==> src/rtl/ar_slice_otc.sv <==
// Registered AR-channel slice with a 2-entry skid buffer and per-master outstanding-read
// counters. The counters gate new requests and retire them on observed R-channel rlast beats.
module ar_slice_otc #(
  parameter int unsigned MAX_OUT = 4,
  parameter int unsigned CNT_W   = 4
) (
  input  logic        aclk,
  input  logic        areset,
  input  logic [31:0] araddr_in,
  input  logic [5:0]  arid_in,
  input  logic [1:0]  arburst_in,
  input  logic [3:0]  arlen_in,
  input  logic [2:0]  arsize_in,
  input  logic [1:0]  arlock_in,
  input  logic [3:0]  arcache_in,
  input  logic [2:0]  arprot_in,
  input  logic        arvalid_in,
  output logic        arready_in,
  output logic [31:0] araddr_s,
  output logic [5:0]  arid_s,
  output logic [1:0]  arburst_s,
  output logic [3:0]  arlen_s,
  output logic [2:0]  arsize_s,
  output logic [1:0]  arlock_s,
  output logic [3:0]  arcache_s,
  output logic [2:0]  arprot_s,
  output logic        arvalid_s,
  input  logic        arready_s,
  input  logic [5:0]  rid_s,
  input  logic        rlast_s,
  input  logic        rvalid_s,
  input  logic        rready_s,
  output logic [3:0]  otc_busy,
  output logic        err_underflow
);

  typedef struct packed {
    logic [31:0] addr;
    logic [5:0]  id;
    logic [1:0]  burst;
    logic [3:0]  len;
    logic [2:0]  size;
    logic [1:0]  lock;
    logic [3:0]  cache;
    logic [2:0]  prot;
  } ar_t;

  localparam logic [CNT_W-1:0] MAX_C = CNT_W'(MAX_OUT);

  ar_t             in_p;
  ar_t             main_q;
  ar_t             skid_q;
  logic            main_valid;
  logic            skid_valid;
  logic            acc_in;
  logic            acc_out;
  logic            ret;
  logic [1:0]      in_tag;
  logic [1:0]      ret_tag;
  logic [CNT_W-1:0] cnt     [4];
  logic [CNT_W-1:0] cnt_nxt [4];
  logic [3:0]      busy_nxt;
  logic            uf_nxt;
  logic            unused_rid;

  assign in_p = {araddr_in, arid_in, arburst_in, arlen_in,
                 arsize_in, arlock_in, arcache_in, arprot_in};
  assign {araddr_s, arid_s, arburst_s, arlen_s,
          arsize_s, arlock_s, arcache_s, arprot_s} = main_q;
  assign arvalid_s = main_valid;

  assign in_tag     = arid_in[5:4];
  assign ret_tag    = rid_s[5:4];
  assign unused_rid = ^rid_s[3:0];

  // Ready looks only at local registered state and the incoming tag, never at arready_s.
  assign arready_in = ~skid_valid & (cnt[in_tag] < MAX_C);
  assign acc_in     = arvalid_in & arready_in;
  assign acc_out    = main_valid & arready_s;
  assign ret        = rvalid_s & rready_s & rlast_s;

  // Skid can only be occupied while main is full, so a freed main slot always
  // takes the skid entry first; acc_in is blocked whenever skid is full.
  always_ff @(posedge aclk or negedge areset) begin
    if (!areset) begin
      main_valid <= 1'b0;
      skid_valid <= 1'b0;
      main_q     <= '0;
      skid_q     <= '0;
    end else if (!main_valid || acc_out) begin
      if (skid_valid) begin
        main_q     <= skid_q;
        main_valid <= 1'b1;
        skid_valid <= 1'b0;
      end else if (acc_in) begin
        main_q     <= in_p;
        main_valid <= 1'b1;
      end else begin
        main_valid <= 1'b0;
      end
    end else if (acc_in) begin
      skid_q     <= in_p;
      skid_valid <= 1'b1;
    end
  end

  always_comb begin
    uf_nxt   = err_underflow;
    busy_nxt = '0;
    for (int unsigned m = 0; m < 4; m++) begin
      cnt_nxt[m] = cnt[m];
      if (acc_in && in_tag == 2'(m) && !(ret && ret_tag == 2'(m))) begin
        cnt_nxt[m] = cnt[m] + CNT_W'(1);
      end else if (ret && ret_tag == 2'(m) && !(acc_in && in_tag == 2'(m))) begin
        if (cnt[m] == '0) begin
          uf_nxt = 1'b1;
        end else begin
          cnt_nxt[m] = cnt[m] - CNT_W'(1);
        end
      end
      busy_nxt[m] = (cnt_nxt[m] != '0);
    end
  end

  always_ff @(posedge aclk or negedge areset) begin
    if (!areset) begin
      for (int unsigned m = 0; m < 4; m++) begin
        cnt[m] <= '0;
      end
      otc_busy      <= '0;
      err_underflow <= 1'b0;
    end else begin
      for (int unsigned m = 0; m < 4; m++) begin
        cnt[m] <= cnt_nxt[m];
      end
      otc_busy      <= busy_nxt;
      err_underflow <= uf_nxt;
    end
  end

endmodule
==> config.mk <==
export PLATFORM = sky130hd
export DESIGN_NAME = ar_slice_otc
export DESIGN_NICKNAME = d
export VERILOG_FILES = /design/src/rtl/ar_slice_otc.sv
export SDC_FILE = /design/constraint.sdc
export NUM_CORES = 1
export LEC_CHECK = 0
export CAP_MARGIN = 20
export CORE_ASPECT_RATIO = 0.75
export CORE_MARGIN = 5
export CORE_UTILIZATION = 51
export DETAILED_ROUTE_END_ITERATION = 10
export GPL_ROUTABILITY_DRIVEN = 0
export PLACE_DENSITY = 0.89
export SYNTH_ARGS = -nofsm -noshare
export SYNTH_HDL_FRONTEND = slang
export SYNTH_SLANG_ARGS = --single-unit
==> constraint.sdc <==
create_clock -name aclk -period 2.7 [get_ports aclk]
set_clock_uncertainty 0.1 [all_clocks]
set_input_delay 0.54 -clock aclk [delete_from_list [all_inputs] [get_ports aclk]]
set_output_delay 0.54 -clock aclk [all_outputs]
set_load 0.01 [all_outputs]
==> flow_metrics.py <==
metrics = {
    "run_status": {
        "status": "completed",
    },
    "yosys": {
        "synth_top_area_cell": "dfrtp_1",
        "async_flop_share_pct": 100,
        "synth_fa_ha_area_share_pct": 1.59,
        "synth_edf_count": 0,
        "yosysTopAreaCellShare_pct": 53.6,
        "syn_inst": 533,
        "netlist_area_mm2": 0.00630,
        "synth.avg_cell_area_um2": 11.8,
        "ys_seq_area_share_pct": 53.6,
        "ys_types": 58,
        "muxShareOfSynthArea_pct": 19.8,
        "synth-main-ff-cell": "dfrtp_1",
        "synthTopCellsByArea": "dfrtp_1 54%, mux2i_1 9.1%, mux2_1 7.1%",
        "syn-num-nets": 610,
        "synth_xor_area_share_pct": 0.695,
        "ys_seq_elements": 135,
        "synth_top_family_by_area": "multiplexers",
        "synth_compound_area_share_pct": 13.4,
        "synth_warnings": 0,
        "synth_simple_gate_area_share_pct": 6.69,
    },
    "timing": {
        "period_share_pct": 98.2,
        "setup-tns-final_ns": 0,
        "relSlewSlack_pct": 61.2,
        "rsz0062_at_grt": "false",
        "fmax_mhz": 377,
        "setup_viol": 0,
        "worst_slack_ns": 0.0498,
        "hold_viol_final": 0,
        "period_minus_slack_ns": 2.65,
        "tightest_slew_ns": 0.582,
        "drv_slew": 0,
        "hold_ws_ns": 0.384,
    },
    "floorplan": {
        "dieArea_mm2": 0.0147,
        "pin_count": 132,
        "die_height_um": 106,
        "fp.coreArea_mm2": 0.0122,
        "die-width_um": 138,
        "num_rows": 35,
        "initial_core_util_pct": 51.8,
    },
    "setup_path": {
        "critPathKind": "in2reg",
        "startpoint_type": "input pin",
        "critPathLaunch": "arid_in[5]",
        "cp-end-kind": "flop",
        "reg2reg_from": "cnt[7]$_DFF_PN0_",
        "worstPathRequired_ns": 2.85,
        "crit_arrival_ns": 2.80,
        "cp_max_fo": 4,
    },
    "pwr": {
        "peakVddDrop_uv": 744,
        "power_density_mw_per_mm2": 1160,
        "power.leakage_nw": 3.47,
    },
    "cells_and_area": {
        "final_cells": 855,
        "finalNetCount": 753,
        "antenna-diode-count": 0,
        "drive_gt1_share_pct": 13.9,
        "area_growth_pct": 35.6,
        "final_cell_mix": "134 x dfrtp_1, 125 x clkdlybuf4s50_1, 78 x o21ai_0",
        "fin_area_mm2": 0.00854,
        "final_common_cell": "dfrtp_1",
    },
    "placement": {
        "placed_area_mm2": 0.00793,
        "dp_slack_ns": -0.278,
        "io_buffer_count": 127,
        "dp_cells": 822,
        "hpwlAfterDp_um": 11200,
    },
    "drt": {
        "drcViolationCount": 0,
        "drt_iter0_markers": 339,
        "dr.pass1.iters": 5,
        "drt-total-wl_um": 16200,
        "routed_via_density": 5.76,
        "wire_per_inst_um": 18.9,
        "drtAntennaViolNets": 0,
        "vias": 4923,
    },
    "global_route": {
        "grt-ovfl-total": 0,
        "grt_pass1_wl_um": 26700,
        "grt_max_degree": 59,
        "grtUsageTotal_pct": 22.5,
        "antenna_found_initial": 0,
        "grt_pass1_vias": 5272,
    },
    "clock_network": {
        "htreeDepth": 4,
        "clock_path_buffers": 2,
        "cts_buffers": 17,
        "root_buffer": "clkbuf_16",
        "clkTransAtPathRegs_ns": 0.06,
        "cts_tree": "done",
        "cts.sinks": 135,
        "clock_latency_ns": 0.41,
    },
    "job": {
        "max-cap-violations": 0,
    },
    "hold_path": {
        "hp-start": "skid_q[28]$_DFFE_PN0P_",
        "hold_class": "reg2reg",
    },
}
==> per-stage QoR <==
| step | total power, mW | util, % |
|---|---|---|
| finish | 9.94 | 70.2 |
| floorplan | 5.71 | - |
| global route | 10.6 | 70.2 |
| global placement | 7.33 | 65.1 |
| detailed placement | 7.61 | 65.1 |
| CTS | 10.0 | 70.1 |
==> layout make-up <==
cell class,count,area (um2)
Tap cell,166,208
Clock inverter,12,153
Sequential cell,135,3380
Inverter,13,48.8
Fill cell,857,3630
Clock buffer,20,447
Timing Repair Buffer,162,1630
Multi-Input combinational cell,347,2680
==> synthesized netlist by cell type (all sizes together), types with 4 or more instances <==
library cell,instances
xnor2,5
nand2b,4
ha,8
mux2,58
dfrtp,135
nor2,9
nand2,11
nor4b,4
or2,8
mux2i,57
or4,5
o21ai,118
a211oi,4
a21oi,5
buf,15
inv,13
clkbuf,23
==> worst paths after layout <==
check / endpoint / cells after the start / slack, ns
max: otc_busy[0]$_DFF_PN0_ / 7 / 0.05
min: skid_q[28]$_DFFE_PN0P_ / 1 / 0.38
max reg2reg: skid_q[6]$_DFFE_PN0P_ / 7 / 0.10
min reg2reg: skid_q[28]$_DFFE_PN0P_ / 1 / 0.38
max in group asynchronous: arcache_s[3]$_DFFE_PN0P_ / 3 / 1.26
min in group asynchronous: cnt[5]$_DFF_PN0_ / 2 / 0.54
==> registers in the layout, indices dropped and copies added, names as in the netlist, 2 cells and up <==
name / count
araddr_s: 32
arburst_s: 2
arcache_s: 4
arid_s: 6
arlen_s: 4
arlock_s: 2
arprot_s: 3
arsize_s: 3
cnt: 16
otc_busy: 4
skid_q: 56
==> critical path: stages <==
cell             delay, ns
clkdlybuf4s50_1       0.46
buf_4                 0.17
or4b_1                0.54
a2111oi_0             0.55
a211oi_1              0.10
a31oi_1               0.26
nand4_1               0.19
==> layer usage <==
metal | track usage (%) | part of all wire (%) | up-vias
li1 | - | - | 2224
met5 | 0 | 0 | -
met3 | 5.98 | 6.7 | 26
met2 | 37.4 | 50 | 197
met4 | 8.25 | 1.7 | 0
met1 | 28.7 | 42 | 2476
==> cells by family (layout without fill, tap and decap cells) <==
group | Yosys count | count (layout)
buffers and inverters | 51 | 207
and+or+nand+nor | 66 | 66
AOI/OAI and AO/OA | 152 | 152
DFF | 135 | 135
adders and majority gates | 8 | 8
muxes | 116 | 116
xor gates and xnor gates | 5 | 5
==> what timing repair did <==
item,4_1_cts,5_1_grt
setup buffers,0,0
resized for setup,2,4
endpoints found under the setup margin,1,16
hold buffers,1,0
endpoints found under the hold margin,35,0
==> power by group <==
group,internal [mW],switching (mW),leakage (nW)
clock network,1.47,0.870,0.282
registers,3.03,0.605,1.63
logic,2.05,1.91,1.56
total,6.56,3.38,3.47
No activity file was read; power rests on OpenSTA's default activity.
